$ cat config.mk
export PLATFORM = sky130hd
export DESIGN_NAME = change_dispenser
export DESIGN_NICKNAME = d
export VERILOG_FILES = /design/src/rtl/change_dispenser.sv
export SDC_FILE = /design/constraint.sdc
export NUM_CORES = 1
export LEC_CHECK = 0
export CAP_MARGIN = 20
export CELL_PAD_IN_SITES_DETAIL_PLACEMENT = 0
export CELL_PAD_IN_SITES_GLOBAL_PLACEMENT = 1
export CORE_MARGIN = 2
export CORE_UTILIZATION = 44
export CTS_CLUSTER_SIZE = 25
export DETAILED_ROUTE_END_ITERATION = 10
export GPL_TIMING_DRIVEN = 0
export HOLD_SLACK_MARGIN = 0.12
export PLACE_DENSITY = 0.82
export RECOVER_POWER = 100
export SLEW_MARGIN = 0
export SYNTH_ARGS = -nofsm -noshare
export SYNTH_HDL_FRONTEND = slang
export SYNTH_SLANG_ARGS = --single-unit
$ cat constraint.sdc
create_clock -name clk -period 7.3 [get_ports clk]
set_input_delay 1.46 -clock clk [delete_from_list [all_inputs] [get_ports clk]]
set_output_delay 1.46 -clock clk [all_outputs]
set_load 0.01 [all_outputs]
$ cat src/rtl/change_dispenser.sv
// Greedy change dispenser: breaks a 10-bit amount (1 LSB = 10 sen) into tokens
// and ejects them one at a time over a req/ack handshake with jam detection.
module change_dispenser #(
  parameter int unsigned ACK_TIMEOUT = 255,
  parameter int unsigned TW          = 8
) (
  input  logic       clk,
  input  logic       rst,
  input  logic [9:0] change,
  input  logic       start,
  input  logic       ejAck,
  input  logic       clrFault,
  output logic [5:0] eject,
  output logic       busy,
  output logic       done,
  output logic       fault,
  output logic [9:0] remaining,
  output logic [9:0] dispensed
);

  typedef enum logic [2:0] {
    S_IDLE,
    S_SELECT,
    S_EJECT,
    S_RELEASE,
    S_DONE,
    S_FAULT
  } state_t;

  localparam logic [TW-1:0] TIMER_LAST = TW'(ACK_TIMEOUT - 1);
  localparam logic [TW-1:0] TIMER_ONE  = TW'(1);

  state_t        state_q, state_d;
  logic [5:0]    eject_q, eject_d;
  logic          busy_q, busy_d;
  logic          done_q, done_d;
  logic          fault_q, fault_d;
  logic [9:0]    remaining_q, remaining_d;
  logic [9:0]    dispensed_q, dispensed_d;
  logic [TW-1:0] timer_q, timer_d;

  logic [5:0]    pick_onehot;
  logic [9:0]    token_value;

  // Largest denomination not exceeding the amount still owed.
  always_comb begin
    if (remaining_q >= 10'd100)     pick_onehot = 6'b100000;
    else if (remaining_q >= 10'd50) pick_onehot = 6'b010000;
    else if (remaining_q >= 10'd10) pick_onehot = 6'b001000;
    else if (remaining_q >= 10'd5)  pick_onehot = 6'b000100;
    else if (remaining_q >= 10'd2)  pick_onehot = 6'b000010;
    else                            pick_onehot = 6'b000001;
  end

  always_comb begin
    unique case (eject_q)
      6'b100000: token_value = 10'd100;
      6'b010000: token_value = 10'd50;
      6'b001000: token_value = 10'd10;
      6'b000100: token_value = 10'd5;
      6'b000010: token_value = 10'd2;
      6'b000001: token_value = 10'd1;
      default:   token_value = 10'd0;
    endcase
  end

  always_comb begin
    state_d     = state_q;
    eject_d     = eject_q;
    busy_d      = busy_q;
    done_d      = 1'b0;
    fault_d     = fault_q;
    remaining_d = remaining_q;
    dispensed_d = dispensed_q;
    timer_d     = timer_q;

    unique case (state_q)
      S_IDLE: begin
        if (start) begin
          if (change != 10'd0) begin
            remaining_d = change;
            dispensed_d = 10'd0;
            busy_d      = 1'b1;
            state_d     = S_SELECT;
          end else begin
            done_d = 1'b1;
          end
        end
      end

      S_SELECT: begin
        eject_d = pick_onehot;
        timer_d = '0;
        state_d = S_EJECT;
      end

      S_EJECT: begin
        if (ejAck) begin
          eject_d     = 6'b000000;
          remaining_d = remaining_q - token_value;
          dispensed_d = dispensed_q + token_value;
          timer_d     = '0;
          state_d     = S_RELEASE;
        end else if (timer_q == TIMER_LAST) begin
          eject_d = 6'b000000;
          fault_d = 1'b1;
          busy_d  = 1'b0;
          state_d = S_FAULT;
        end else begin
          timer_d = timer_q + TIMER_ONE;
        end
      end

      // The mechanism must drop its ack before the next token is requested.
      S_RELEASE: begin
        if (!ejAck) begin
          state_d = (remaining_q == 10'd0) ? S_DONE : S_SELECT;
        end else if (timer_q == TIMER_LAST) begin
          fault_d = 1'b1;
          busy_d  = 1'b0;
          state_d = S_FAULT;
        end else begin
          timer_d = timer_q + TIMER_ONE;
        end
      end

      S_DONE: begin
        done_d  = 1'b1;
        busy_d  = 1'b0;
        state_d = S_IDLE;
      end

      S_FAULT: begin
        if (clrFault) begin
          fault_d     = 1'b0;
          remaining_d = 10'd0;
          state_d     = S_IDLE;
        end
      end

      default: begin
        state_d = S_IDLE;
      end
    endcase
  end

  always_ff @(posedge clk or negedge rst) begin
    if (!rst) begin
      state_q     <= S_IDLE;
      eject_q     <= 6'b000000;
      busy_q      <= 1'b0;
      done_q      <= 1'b0;
      fault_q     <= 1'b0;
      remaining_q <= 10'd0;
      dispensed_q <= 10'd0;
      timer_q     <= '0;
    end else begin
      state_q     <= state_d;
      eject_q     <= eject_d;
      busy_q      <= busy_d;
      done_q      <= done_d;
      fault_q     <= fault_d;
      remaining_q <= remaining_d;
      dispensed_q <= dispensed_d;
      timer_q     <= timer_d;
    end
  end

  assign eject     = eject_q;
  assign busy      = busy_q;
  assign done      = done_q;
  assign fault     = fault_q;
  assign remaining = remaining_q;
  assign dispensed = dispensed_q;

endmodule

; Word level (Yosys, flattened, before mapping)
; Index checks and enable logic that the tools add are counted.
[op_classes]
n_addsub = 3
magnitude_cmp = 5
n_eq_ne = 19
mux = 44
n_reduce_logical = 16
[op_table]
columns = operator, count
row1 = $mux W10, 7
row2 = $pmux W7 S6, 1
row3 = $pmux W10 S3, 1
row4 = $mux W3, 8
row5 = $mux W8, 3
row6 = $pmux W8 S3, 1
row7 = $pmux W10 S2, 1
row8 = $mux W6, 3
row9 = $pmux W3 S5, 1
row10 = $ne A2 B2 Y1 const B, 6
row11 = $pmux W6 S2, 1
row12 = $mux W1, 11
row13 = $add A10 B10 Y10, 1
row14 = $ge A10 B2 Y1 const B, 1
row15 = $ge A10 B3 Y1 const B, 1
row16 = $ge A10 B4 Y1 const B, 1
row17 = $ge A10 B6 Y1 const B, 1
row18 = $ge A10 B7 Y1 const B, 1
row19 = $logic_not A10 Y1, 1
row20 = $reduce_and A5 Y1, 2
row21 = $reduce_bool A10 Y1, 1
row22 = $sub A10 B10 Y10, 1
row23 = $reduce_bool A3 Y1, 3
row24 = $add A8 B1 Y8 const B, 1
row25 = other kinds (23), 28
[totals]
register_bits = 40
inputBits = 15
output_inout_bits = 29
elab_cells = 95

; Logic depth before layout (Yosys ltp)
; Gate-level depths: netlist of run 1.
[logic_depth]
ltp_word = 7
depth_mapped = 12
ltp_nobuf = 12

; Least setup slack after synthesis of run 1
; No wires, ideal clock.
[synth_timing]
kind = input port to flip-flop
start = input change[1]
end = register dispensed_q[3] (netlist: dispensed[3])
setup_ps = 103
arrival_ps = 2484
required_ps = 7197
setup_slack_ps = 4713
path_stages = 6
n_path_buf = 1
path_cell_list = nor4_2 nand4_1 a31oi_4 buf_4 nand2_1 o41ai_2
[synth_between]
elab_chain_len = 3
[synth_rtl]
columns = element, line
row1 = "start, declared", 9  ; input logic [9:0] change,
row2 = $reduce_bool A10 Y1, 80  ; if (change != 10'd0) begin
row3 = $ne A2 B2 Y1 (no source line), -
row4 = $reduce_and A4 Y1 (no source line), -
row5 = "end signal, assigned", 164  ; dispensed_q <= dispensed_d;
row6 = "end, declared", 39  ; logic [9:0] dispensed_q, dispensed_d;
; Every way passes these cells.
; A chain may end at the register's enable or synchronous reset.

; Worst setup path in the final report of run 1
[layout_timing]
start = input change[1]
end = register dispensed_q[1] (netlist: dispensed[1])
; Same word-level chain as after synthesis.

==> results.md, run 1 <==
Place:
- Input and output buffers added on the ports amount to 43.
- The congestion estimate from routability-driven global placement came to 0.8668.
- The instance area at placement is 3480 um2.
- After legalization and detailed placement, the total HPWL measured 5.773 mm.

Finish:
- The fraction of final layout cells with drive strength greater than 1 is 5.570%.
- The final core utilization is 54.76%.
- Registers take 1001 um2.
- The signed area change from the synthesized netlist to the final layout is 19.04%.
- In the final layout, the multi-input gates occupy 1749 um2.
- The most frequent standard cell in the layout excluding fill and tap cells is dfrtp_1.
- The count of inserted antenna diode cells is 0.
- After routing the design area is 3497 um2.
- Leaving out fill and tap cells, the most frequent cells in the layout are dfrtp_1 (40), nor2_1 (35), o21ai_0 (34).
- At the end of the flow, the number of nets in the layout was 428.
- The filler cells instantiated in the layout total 604.

Floorplan:
- The die span in y is 85.71 um.
- The initial core utilization is 46.00%.
- The area enclosed by the die boundary is 7346 um2.
- The floorplan core area is 6386 um2.
- The floorplan row count is 29.
- The I/O pin count is 44.
- The floorplan step set the die width to 85.71 um.

Clocking:
- The H-tree level count is 2.
- The root buffer cell chosen for the clock tree is clkbuf_8.
- The clock reaches the later pin of the worst-skew pair after 0.29 ns.
- The post-CTS resize count is 0.
- The total clock buffers created by CTS is 5.
- Counting every sink on the clock net gives 40.
- The post-CTS repair timing setup buffer count is 0.
- The TritonCTS clock tree is yes.
- The maximum buffer depth of the clock tree is 2.
- The post-CTS clock slew at the launch and capture registers of the worst setup and hold paths is 0.08 ns.
- Hold repair after CTS inserted 0 buffers.

Power and ir drop:
- The worst-case IR drop observed on VDD is 0.0002519 V.
- The design draws 1.394 mW.
- The total power density per cell area is 398.7 nW/um2.
- For this design the static power due to leakage is 1.567 nW.

GRT:
- The number of global-route vias before repair is 2675.
- Global routing used 21.58% of the available tracks.
- Global routing finished with a remaining overflow of 0.
- The initial antenna violation count is 0.
- The first global-routing pass estimated 12.85 mm of wire.
- Entering global routing, the biggest net connects 28 pins.

Synth:
- The register bit total from synthesis is 40.
- The number of warning messages in the yosys log is 0.
- The per-instance average area after synthesis is 8.540 um2.
- Synthesis produced a netlist whose cell count is 344.
- Summing every instance area after synthesis gives 2938 um2.
- The main flop type after synthesis is dfrtp_1.
- The number of nets produced by synthesis is 377.
- The share of the Yosys chip area taken by registers is 34.07%.
- The distinct cell type count after synthesis is 60.
- After synthesis, the share of flip-flops with an asynchronous set or reset is 100.0%.
- The synthesized design contains 0 enable-type register cells.

Detailed routing:
- The violation count after the first detailed-route iteration is 114.
- After detailed routing, the number of vias per cell comes to 5.786.
- The number of remaining DRC errors is 0.
- Across all layers, the routed design uses 2731 vias.
- In the final routed layout, each cell accounts on average for 15.80 um.
- The final wirelength is 7.459 mm.
- The number of iterations in the first detailed-routing pass is 4.
- The post-detailed-route count of antenna-violating nets is 0.

Timing:
- Clock skew on the completed layout was measured at 0.006909 ns.
- The final setup TNS is 0 ns.
- In the finished design, the share of the clock period the worst path needs comes to 52.09%.
- For the finished layout, the period the worst path requires is 3.802 ns.
- The total setup violations reported at the end of the flow is 0.
- The headroom to the max-slew limit is 1.286%.
- Setup repair after global routing left no endpoint under its margin.
- For the pin with the worst max-slew slack, the measured transition is 1.481 ns.
- Based on the critical path, the design can be clocked at up to 0.2630 GHz.
- The final number of max-transition violations is 0.
- The hold violation count in the final report is 0.

Setup path:
- The type of element capturing the critical path is a flop.
- Of all nets on the critical path, the largest fanout is 10.
- The classification of the worst setup path is input port to flop.
- The data required time at the worst endpoint is 7.46 ns.
- The arrival time at the worst endpoint is 3.97 ns.
- The startpoint class of the critical path is an input port.

Status:
- The flow ran to the end, and the final reports show no timing, DRC or antenna violations.

Run:
- The max-cap violation count is 0.

Hold path:
- The worst hold path belongs to the class flop to flop.
[cell families (layout without fill, tap and decap cells)]
kind of cell | count (synthesis) | after routing | synth area share, %
AND/OR/NAND/NOR | 125 | 125 | 21.72
AO/OA/AOI/OAI | 116 | 116 | 26.32
flip-flops | 40 | 40 | 34.07
buffers and inverters | 31 | 82 | 5.238
adder cells (fa/ha/maj) | 18 | 18 | 8.177
XOR/XNOR | 8 | 8 | 2.385
multiplexers | 6 | 6 | 2.087
[worst max-delay path, cell delays in order]
cell and delay [ns]:
dlygate4sd3_1 0.56, nor4_1 0.48, nand4_1 0.26, a31oi_1 0.64
clkbuf_1 0.41, o21ai_0 0.16
[metrics by stage]
| step | cells | worst slack [ns] | hold slack (ns) |
|---|---|---|---|
| floorplan | 344 | 4.713 | 0.5046 |
| global placement | 464 | 3.629 | 0.5005 |
| detailed placement | 465 | 3.884 | 0.5034 |
| CTS | 472 | 4.179 | 0.5232 |
| global route | 472 | 3.331 | 0.5567 |
| finish | 472 | 3.498 | 0.5121 |
[cells in the mapped netlist (2+ instances only)]
library cell  instances  share of area, %
a211oi_1              7               1.8
a21o_1                6               1.5
a21oi_1              25               4.3
a22o_1                8               2.4
a22oi_1               2              0.51
a31oi_1               5               1.1
a32oi_1               4               1.2
and3_1                2              0.43
buf_2                 4              0.68
buf_4                 4               1.0
buf_6                 2              0.77
dfrtp_1              40                34
fa_1                  2               1.4
ha_1                 16               6.8
inv_1                18               2.3
mux2i_1               5               1.7
nand2_1              30               3.8
nand2b_1              4              0.85
nand3_1              11               1.9
nand3b_1              2              0.51
nor2_1               35               4.5
nor2b_1               3              0.64
nor3_1               10               1.7
nor3_2                2              0.68
nor3b_1               4               1.0
nor4_1                4              0.85
o211ai_1              4               1.0
o21ai_0              34               5.8
o2bb2ai_1             4               1.2
o31ai_1               3              0.77
or2_2                 2              0.43
or3_1                 7               1.5
or4_1                 2              0.51
xnor2_1               3              0.89
xor2_1                5               1.5
[where the power goes]
group          internal [mW]  switching (mW)
combinational          0.377           0.501
clock                 0.0648          0.0811
sequential             0.284          0.0864
[state kept, by name, summed over array words and instances (netlist names)]
signal     count
dispensed     10
fault          1
eject          6
done           1
state_q        3
timer_q        8
remaining     10
busy           1
[layer usage]
metal,wire length (um),up-vias,share of wire [%],GRT usage (%)
met3,306,6,4.1,2.887
met5,0,-,0,0
met2,3539,61,47,34.94
met4,68,0,0.91,5.051
li1,-,1380,-,-
met1,3546,1284,48,30.75
[layout make-up]
cell class	count	area share, %
inverter	19	2.111
sequential	40	28.62
buffer	12	1.932
timing repair buffer	44	12.24
clock buffer	5	1.968
clock inverter	2	0.3578
multi-input combinational	273	50.02
tap	77	2.755
[final timing paths]
kind | start | endpoint | slack (ns) | depth (start not counted)
max in group asynchronous | rst | remaining[2] | 4.25 | 2
worst max register to register | eject[0] | remaining[9] | 4.55 | 9
worst min-delay path | dispensed[0] | dispensed[0] | 0.51 | 2
min in group asynchronous | rst | timer_q[2] | 1.21 | 1
worst min register to register | dispensed[0] | dispensed[0] | 0.51 | 2
worst max-delay path | change[1] | dispensed[1] | 3.50 | 6
Power figures use the tool's default switching activity.
==> inputs of run 2 (changes only) <==
Settings changed: CORE_UTILIZATION 44 to 41, PLACE_DENSITY 0.82 to 0.77.
Clock period 7.3 ns to 3.5 ns, I/O delays scaled along.
==> run 2 against run 1 <==
Sequential share of layout area is 0.21 points lower. Critical path type unchanged. Die area up 7.0%. Worst setup slack worse by 2.9 ns. Cell area grew 0.75%. Critical path depth up 1. Worst hold slack gained 0.0044 ns. Register-to-register slack got worse by 3.8 ns. Final cell count up 4.0%. Clock skew decreased by 0.0015 ns.
==> results.md, run 2 (synthesis results as in run 1) <==
Status:
- The run finished with clean final reports.

Clocking:
- The maximum buffer depth of the clock tree is 2 (unchanged).
- The post-CTS clock slew at the launch and capture registers of the worst setup and hold paths is 0.08 ns (about the same).
- The source-to-sink clock delay at the later pin of the worst-skew pair is 0.30 ns (about the same).
- The post-CTS repair timing setup buffer count was 0 (unchanged).
- The hold buffer count at CTS is 0 (unchanged).
- The post-CTS resize count came to 0 (unchanged).
- The root buffer cell chosen for the clock tree is clkbuf_8.
- The number of sinks driven by the clock tree was 40 (unchanged).
- The total clock buffers created by CTS is 5 (unchanged).
- The H-tree level count was 2 (unchanged).
- TritonCTS built the clock tree.

Detailed routing:
- The detailed-route vias per instance is 5.507 (-4.8%).
- The final wirelength was 7.704 mm (+3.3%).
- The post-detailed-route count of antenna-violating nets came to 0 (unchanged).
- The number of remaining DRC errors is 0 (unchanged).
- The number of iterations in the first detailed-routing pass is 5 (+1).
- The total vias in the final route is 2704 (-0.99%).
- The violation count after the first detailed-route iteration is 112 (-1.8%).
- The post-detailed-route wirelength per cell is 15.69 um (-0.71%).

Timing:
- The headroom to the max-slew limit is 12.88% (+12 points).
- The post-route worst hold slack is 0.5165 ns (+0.004416 ns).
- The slew at the pin with the worst max-slew slack came to 1.307 ns (-0.1739 ns).
- The final critical delay including setup and external delays is 2.945 ns.
- Timing would allow up to 0.3396 GHz.
- The final setup TNS is 0 ns (unchanged).
- The final number of max-transition violations is 0 (unchanged).
- The final setup skew is 0.005408 ns (-0.001501 ns).
- The total setup violations reported at the end of the flow was 0 (unchanged).
- Setup repair after global routing left no endpoint under its margin.
- The hold violation count in the final report came to 0 (unchanged).
- The post-route fraction of the period consumed by the critical path is 84.14%.

Power and ir drop:
- The worst IR drop on VDD came to 0.0003903 V (+55%).
- The leakage dissipation is 1.569 nW (+0.13%).
- The share of total power in combinational logic is 62.9% (about the same).
- The net switching power is 1.400 mW (+110%).
- The clock network fraction of design power was 10.6% (about the same).
- The sequential power share is 26.6% (about the same).
- The total power density per cell area is 827.8 nW/um2 (+110%).
- The net switching fraction of the power was 48.00% (about the same).
- The internal power summed over all cells is 1.517 mW (+110%).

Floorplan:
- The area enclosed by the die boundary is 7859 um2 (+7.0%).
- The I/O pin count is 44 (unchanged).
- The floorplan core area is 6869 um2 (+7.6%).
- The die span in y is 88.65 um (+3.4%).
- The die boundary width was 88.65 um (+3.4%).
- The initial core utilization was 42.77% (-3.2 points).
- The floorplan row count is 30 (+3.4%).

Setup path:
- The end of the critical path is dispensed[3].
- The register-to-register setup slack was 0.71 ns (-3.84 ns).
- The setup path with the least slack is of type input port to flop.
- The worst register-to-register path ends at remaining[9].
- The data required time at the worst endpoint was 3.69 ns (-3.77 ns).
- The startpoint class of the critical path is an input port.
- Tracing the worst setup path back leads to its startpoint at change[1].
- The worst reg2reg path depth is 8 (-1).
- The arrival time at the worst endpoint is 3.13 ns (-0.84 ns).
- The biggest fanout along the worst timing path is 10 (unchanged).
- STA classifies the critical path endpoint as a flop.
- The source of the worst register-to-register timing path is eject[3].

GRT:
- The number of global-route vias before repair is 2528 (-5.5%).
- The global-route congestion overflow total is 0 (unchanged).
- The wire length of the first global-routing pass is 12.80 mm (-0.43%).
- The total global-route track usage is 21.13% (-0.45 points).
- The largest net degree at the start of global routing is 24 (-14%).
- The initial antenna violation count was 0 (unchanged).

Finish:
- The number of fill cells in the layout came to 689 (+14%).
- Leaving out fill and tap cells, the most frequent cells in the layout are dfrtp_1 (40), nor2_1 (35), o21ai_0 (34).
- The post-route cell area is 3523 um2 (+0.75%).
- Leaving out fill and tap cells, the most frequent cell in the layout is dfrtp_1.
- The fraction of final layout cells with drive strength greater than 1 is 5.570% (unchanged).
- The sequential cell area came to 1001 um2 (unchanged).
- The count of inserted antenna diode cells was 0 (unchanged).
- The net total in the final layout came to 428 (unchanged).
- The final cell count without fillers is 491 (+4.0%).
- The area taken by multi-input logic gates was 1749 um2 (unchanged).
- The signed area change from the synthesized netlist to the final layout is 19.93%.

Place:
- The placer congestion estimate is 0.8607 (-0.70%).
- The placed cell count is 484 (+4.1%).
- The placed wire-length estimate after detailed placement is 5.846 mm (+1.3%).
- The number of port buffers came to 43 (unchanged).
- The instance area at placement is 3503 um2 (+0.68%).

Run:
- The max-cap violation count is 0 (unchanged).

Hold path:
- The path class of the tightest hold or removal check is flop to flop.
## run 2: cell counts in the layout (fill, tap and decap cells not counted)
Identical to the previous run, type by type.
## run 2: critical path, stage by stage
cell           delay (ns)
dlygate4sd3_1        0.58
nor4_1               0.52
nand4_1              0.27
a31oi_1              0.63
buf_4                0.28
nand2_1              0.07
o41ai_1              0.07
## run 2: how the worst min path moves through the flow
stage,start,end,slack (ns),cells after the start
after floorplan,rst,busy,0.40,0
after global placement,dispensed[0],dispensed[0],0.50,2
after detailed placement,dispensed[4],dispensed[4],0.50,2
after CTS,rst,timer_q[2],0.35,1
after global routing,dispensed[4],dispensed[4],0.55,2
final,dispensed[2],dispensed[2],0.52,2
## run 2: cell type report
type | instances | share of cell area [%]
Buffer | 12 | 1.989
Inverter | 19 | 2.095
Clock inverter | 2 | 0.3551
Clock buffer | 5 | 1.953
Multi-Input combinational cell | 273 | 49.64
Timing Repair Buffer | 44 | 12.14
Sequential cell | 40 | 28.41
Tap cell | 96 | 3.409
## run 2: routing by layer
metal,routed length (um),GRT usage (%),up-vias
li1,-,-,1383
met1,3886,30.03,1272
met2,3524,33.79,40
met3,199,2.799,9
met4,94,5.785,0
met5,0,0,-
## run 2: per-stage QoR
stage | setup slack [ns] | power, mW | utilization [%]
6_report | 0.5550 | 2.917 | 51.29
3_3_place_gp | 0.6021 | 2.654 | 50.78
2_1_floorplan | 1.079 | 2.076 | -
3_5_place_dp | 0.7177 | 2.670 | 51.00
5_1_grt | 0.4005 | 3.196 | 51.29
4_1_cts | 0.6973 | 2.997 | 52.19
## run 2: power by group through the flow
stage	Combinational, mW	Clock, mW	Sequential, mW
after floorplan	1.29	0	0.788
after global placement	1.87	0	0.784
after detailed placement	1.88	0	0.786
after CTS	1.90	0.320	0.779
after global routing	2.05	0.339	0.803
final	1.83	0.309	0.774
==> inputs of run 3 (changes only) <==
Clock period 3.5 ns to 2.85 ns, I/O delays scaled along.
==> run 3 against run 2 <==
Clock power is 24% higher. Die area did not move. Clock-buffer cell count unchanged. Critical path depth unchanged. Clock skew grew 0.0013 ns. Sequential power increased by 23%. Critical path type unchanged. Largest power group unchanged.
==> results.md, run 3 (synthesis results as in run 1) <==
GRT:
- The largest net degree at the start of global routing is 24 (unchanged).
- The initial antenna violation count is 0 (unchanged).
- The global-route congestion overflow total is 0 (unchanged).
- The wire length of the first global-routing pass was 12.80 mm (unchanged).
- The number of global-route vias before repair was 2528 (unchanged).
- The total global-route track usage was 21.13% (unchanged).

Timing:
- The final number of max-transition violations is 0 (unchanged).
- The final critical delay including setup and external delays is 2.701 ns.
- The final setup skew came to 0.006686 ns (+0.001279 ns).
- Dividing the final minimum period by the clock period gives 94.77%.
- The final setup TNS came to 0 ns (unchanged).
- The hold violation count in the final report is 0 (unchanged).
- The timing-limited maximum frequency is 0.3702 GHz.
- Setup repair after global routing left no endpoint under its margin.
- The headroom to the max-slew limit was 12.52% (-0.36 points).
- The slew at the pin with the worst max-slew slack is 1.312 ns (+0.005363 ns).
- The total setup violations reported at the end of the flow is 0 (unchanged).

Setup path:
- The sum of buffers and inverters on the critical path is 2 (unchanged).
- The library cell contributing the largest single delay on the critical path is dlygate4sd3_1.
- The type of element capturing the critical path is a flop.
- The arrival time at the worst endpoint was 2.91 ns (-0.22 ns).
- The biggest fanout along the worst timing path is 10 (unchanged).
- The largest stage delay on the critical path is 0.58 ns (-0.05 ns).
- The worst setup path is of the input port to flop kind.
- The data required time at the worst endpoint is 3.05 ns (-0.64 ns).
- The worst setup path is launched from an input port.
- Walking the worst path, the cells encountered are dlygate4sd3_1 > nor4_1 > nand4_1 > a31oi_2 > clkbuf_2 > nand2_1 > o41ai_2.
- Broken down by cell family, the worst path's largest delay share belongs to simple AND/OR/NAND/NOR gates.
- The register-to-register setup slack is 0.20 ns (-0.51 ns).

Power and ir drop:
- The sequential power share was 25.9% (-0.7 points).
- The power after layout was 3.671 mW (+26%).
- The internal power summed over all cells came to 1.900 mW (+25%).
- The total power density per cell area is 1029 nW/um2 (+24%).
- The leakage dissipation is 1.571 nW (+0.15%).
- The clock network fraction of design power is 10.4% (-0.2 points).
- The worst IR drop on VDD is 0.0004742 V (+22%).
- The net switching fraction of the power is 48.25% (+0.25 points).
- The net switching power was 1.771 mW (+27%).
- The share of total power in combinational logic came to 63.7% (+0.8 points).

Clocking:
- The H-tree level count is 2 (unchanged).
- TritonCTS built the clock tree.
- The maximum buffer depth of the clock tree was 2 (unchanged).
- The number of sinks driven by the clock tree is 40 (unchanged).
- The total clock buffers created by CTS is 5 (unchanged).
- The post-CTS clock slew at the launch and capture registers of the worst setup and hold paths came to 0.09 ns (about the same).
- The CTS root buffer is clkbuf_8.
- The source-to-sink clock delay at the later pin of the worst-skew pair is 0.30 ns (about the same).

Detailed routing:
- The met2 routed wirelength is 3.586 mm (+1.8%).
- The number of remaining DRC errors came to 0 (unchanged).
- The post-detailed-route wirelength per cell is 15.85 um (+1.0%).
- The violation count after the first detailed-route iteration is 96 (-14%).
- The sum of met3 wire segment lengths after detailed routing was 238 um (+20%).
- The total vias in the final route is 2714 (+0.37%).
- The final wirelength was 7.781 mm (+1.0%).
- The detailed-route vias per instance is 5.527 (+0.37%).
- The routed metal-1 wirelength is 3.869 mm (-0.44%).
- The number of iterations in the first detailed-routing pass is 4 (-1).
- The post-detailed-route count of antenna-violating nets was 0 (unchanged).
- Routed signal wires occupy layers up through met4.

Finish:
- The sequential cell area is 1003 um2 (+0.25%).
- The final core utilization is 51.95% (+0.66 points).
- The top cell types in the final layout, fill and taps aside, are dfrtp_1 (38), nor2_1 (34), o21ai_0 (33).
- The net total in the final layout is 428 (unchanged).
- The fraction of final layout cells with drive strength greater than 1 is 8.608% (+3.0 points).
- The signed area change from the synthesized netlist to the final layout is 21.46%.
- The area taken by multi-input logic gates is 1793 um2 (+2.5%).
- The most frequent standard cell in the layout excluding fill and tap cells is dfrtp_1.
- The count of inserted antenna diode cells is 0 (unchanged).
- The number of fill cells in the layout is 682 (-1.0%).

Place:
- The placer congestion estimate is 0.8607 (unchanged).
- The number of port buffers is 43 (unchanged).
- The placed wire-length estimate after detailed placement came to 5.846 mm (unchanged).

Floorplan:
- The floorplan row count is 30 (unchanged).
- The I/O pin count is 44 (unchanged).
- The die span in y was 88.65 um (unchanged).
- The die boundary width was 88.65 um (unchanged).
- The initial core utilization was 42.77% (unchanged).
- The area enclosed by the die boundary is 7859 um2 (unchanged).
- The floorplan core area came to 6869 um2 (unchanged).

Status:
- The run finished with clean final reports.

Run:
- The max-cap violation count is 0 (unchanged).

Hold path:
- In this run the worst hold path is classified as input port to asynchronous set/reset pin.
==> run 3: cell types whose count changed in the layout (fill, tap and decap cells not counted), moves of 2 or more <==
cell / before / now
dfrtp_2: 0 / 2
dfrtp_1: 40 / 38
dlygate4sd3_1: 31 / 28
clkdlybuf4s50_1: 11 / 14
==> run 3: cell type report <==
| class | count | area share [%] |
|---|---|---|
| clock inverter | 2 | 0.3506 |
| sequential | 40 | 28.12 |
| inverter | 19 | 2.069 |
| buffer | 12 | 1.928 |
| timing repair buffer | 44 | 11.99 |
| clock buffer | 5 | 1.928 |
| tap | 96 | 3.366 |
| multi-input combinational | 273 | 50.25 |
==> run 3: power groups by stage <==
stage                     Clock (mW)  Sequential (mW)  Combinational [mW]
after CTS                      0.393            0.956                2.33
after global placement             0            0.962                2.30
after detailed placement           0            0.966                2.31
final                          0.382            0.952                2.34
after floorplan                    0            0.967                1.58
after global routing           0.417            0.988                2.61
==> run 3: path summary, 6_finish.rpt <==
check,from,to,depth (start not counted)
min,rst,timer_q[2],1
min in group clk,dispensed[2],dispensed[2],2
max in group asynchronous,rst,eject[2],2
max,change[1],dispensed[3],7
min reg2reg,dispensed[2],dispensed[2],2
max reg2reg,eject[0],remaining[9],11
==> run 3: metal layers <==
metal  vias to the layer above  GRT usage [%]
li1                       1378              -
met1                      1280          30.03
met2                        47          33.79
met3                         9          2.799
met4                         0          5.785
met5                         -              0
==> run 3: repair_timing <==
| action | 4_1_cts | 5_1_grt |
|---|---|---|
| endpoints found under the setup margin | 0 | 6 |
| resized for setup | 0 | 11 |
| setup buffers | 0 | 0 |
| hold buffers | 0 | 0 |
==> run 3: worst reg2reg max path, delay by kind of cell (launching register included) <==
kind / cells / cell delay [ns]
adders and majority gates: 1 / 0.37
AOI/OAI and AO/OA: 2 / 0.36
and+or+nand+nor: 7 / 1.20
DFF: 1 / 0.46
buffers and inverters: 1 / 0.12
==> run 3: stage by stage <==
stage          hold WS (ns)  setup slack [ns]  cells  instance area, um2
6_report             0.4124            0.1490    491                3568
4_1_cts              0.2225           0.04734    491                3585
3_5_place_dp         0.5036           0.06768    484                3503
3_3_place_gp         0.4957           0.08214    483                3488
2_1_floorplan        0.2744            0.4288    344                2938
5_1_grt              0.4983          0.008649    491                3568
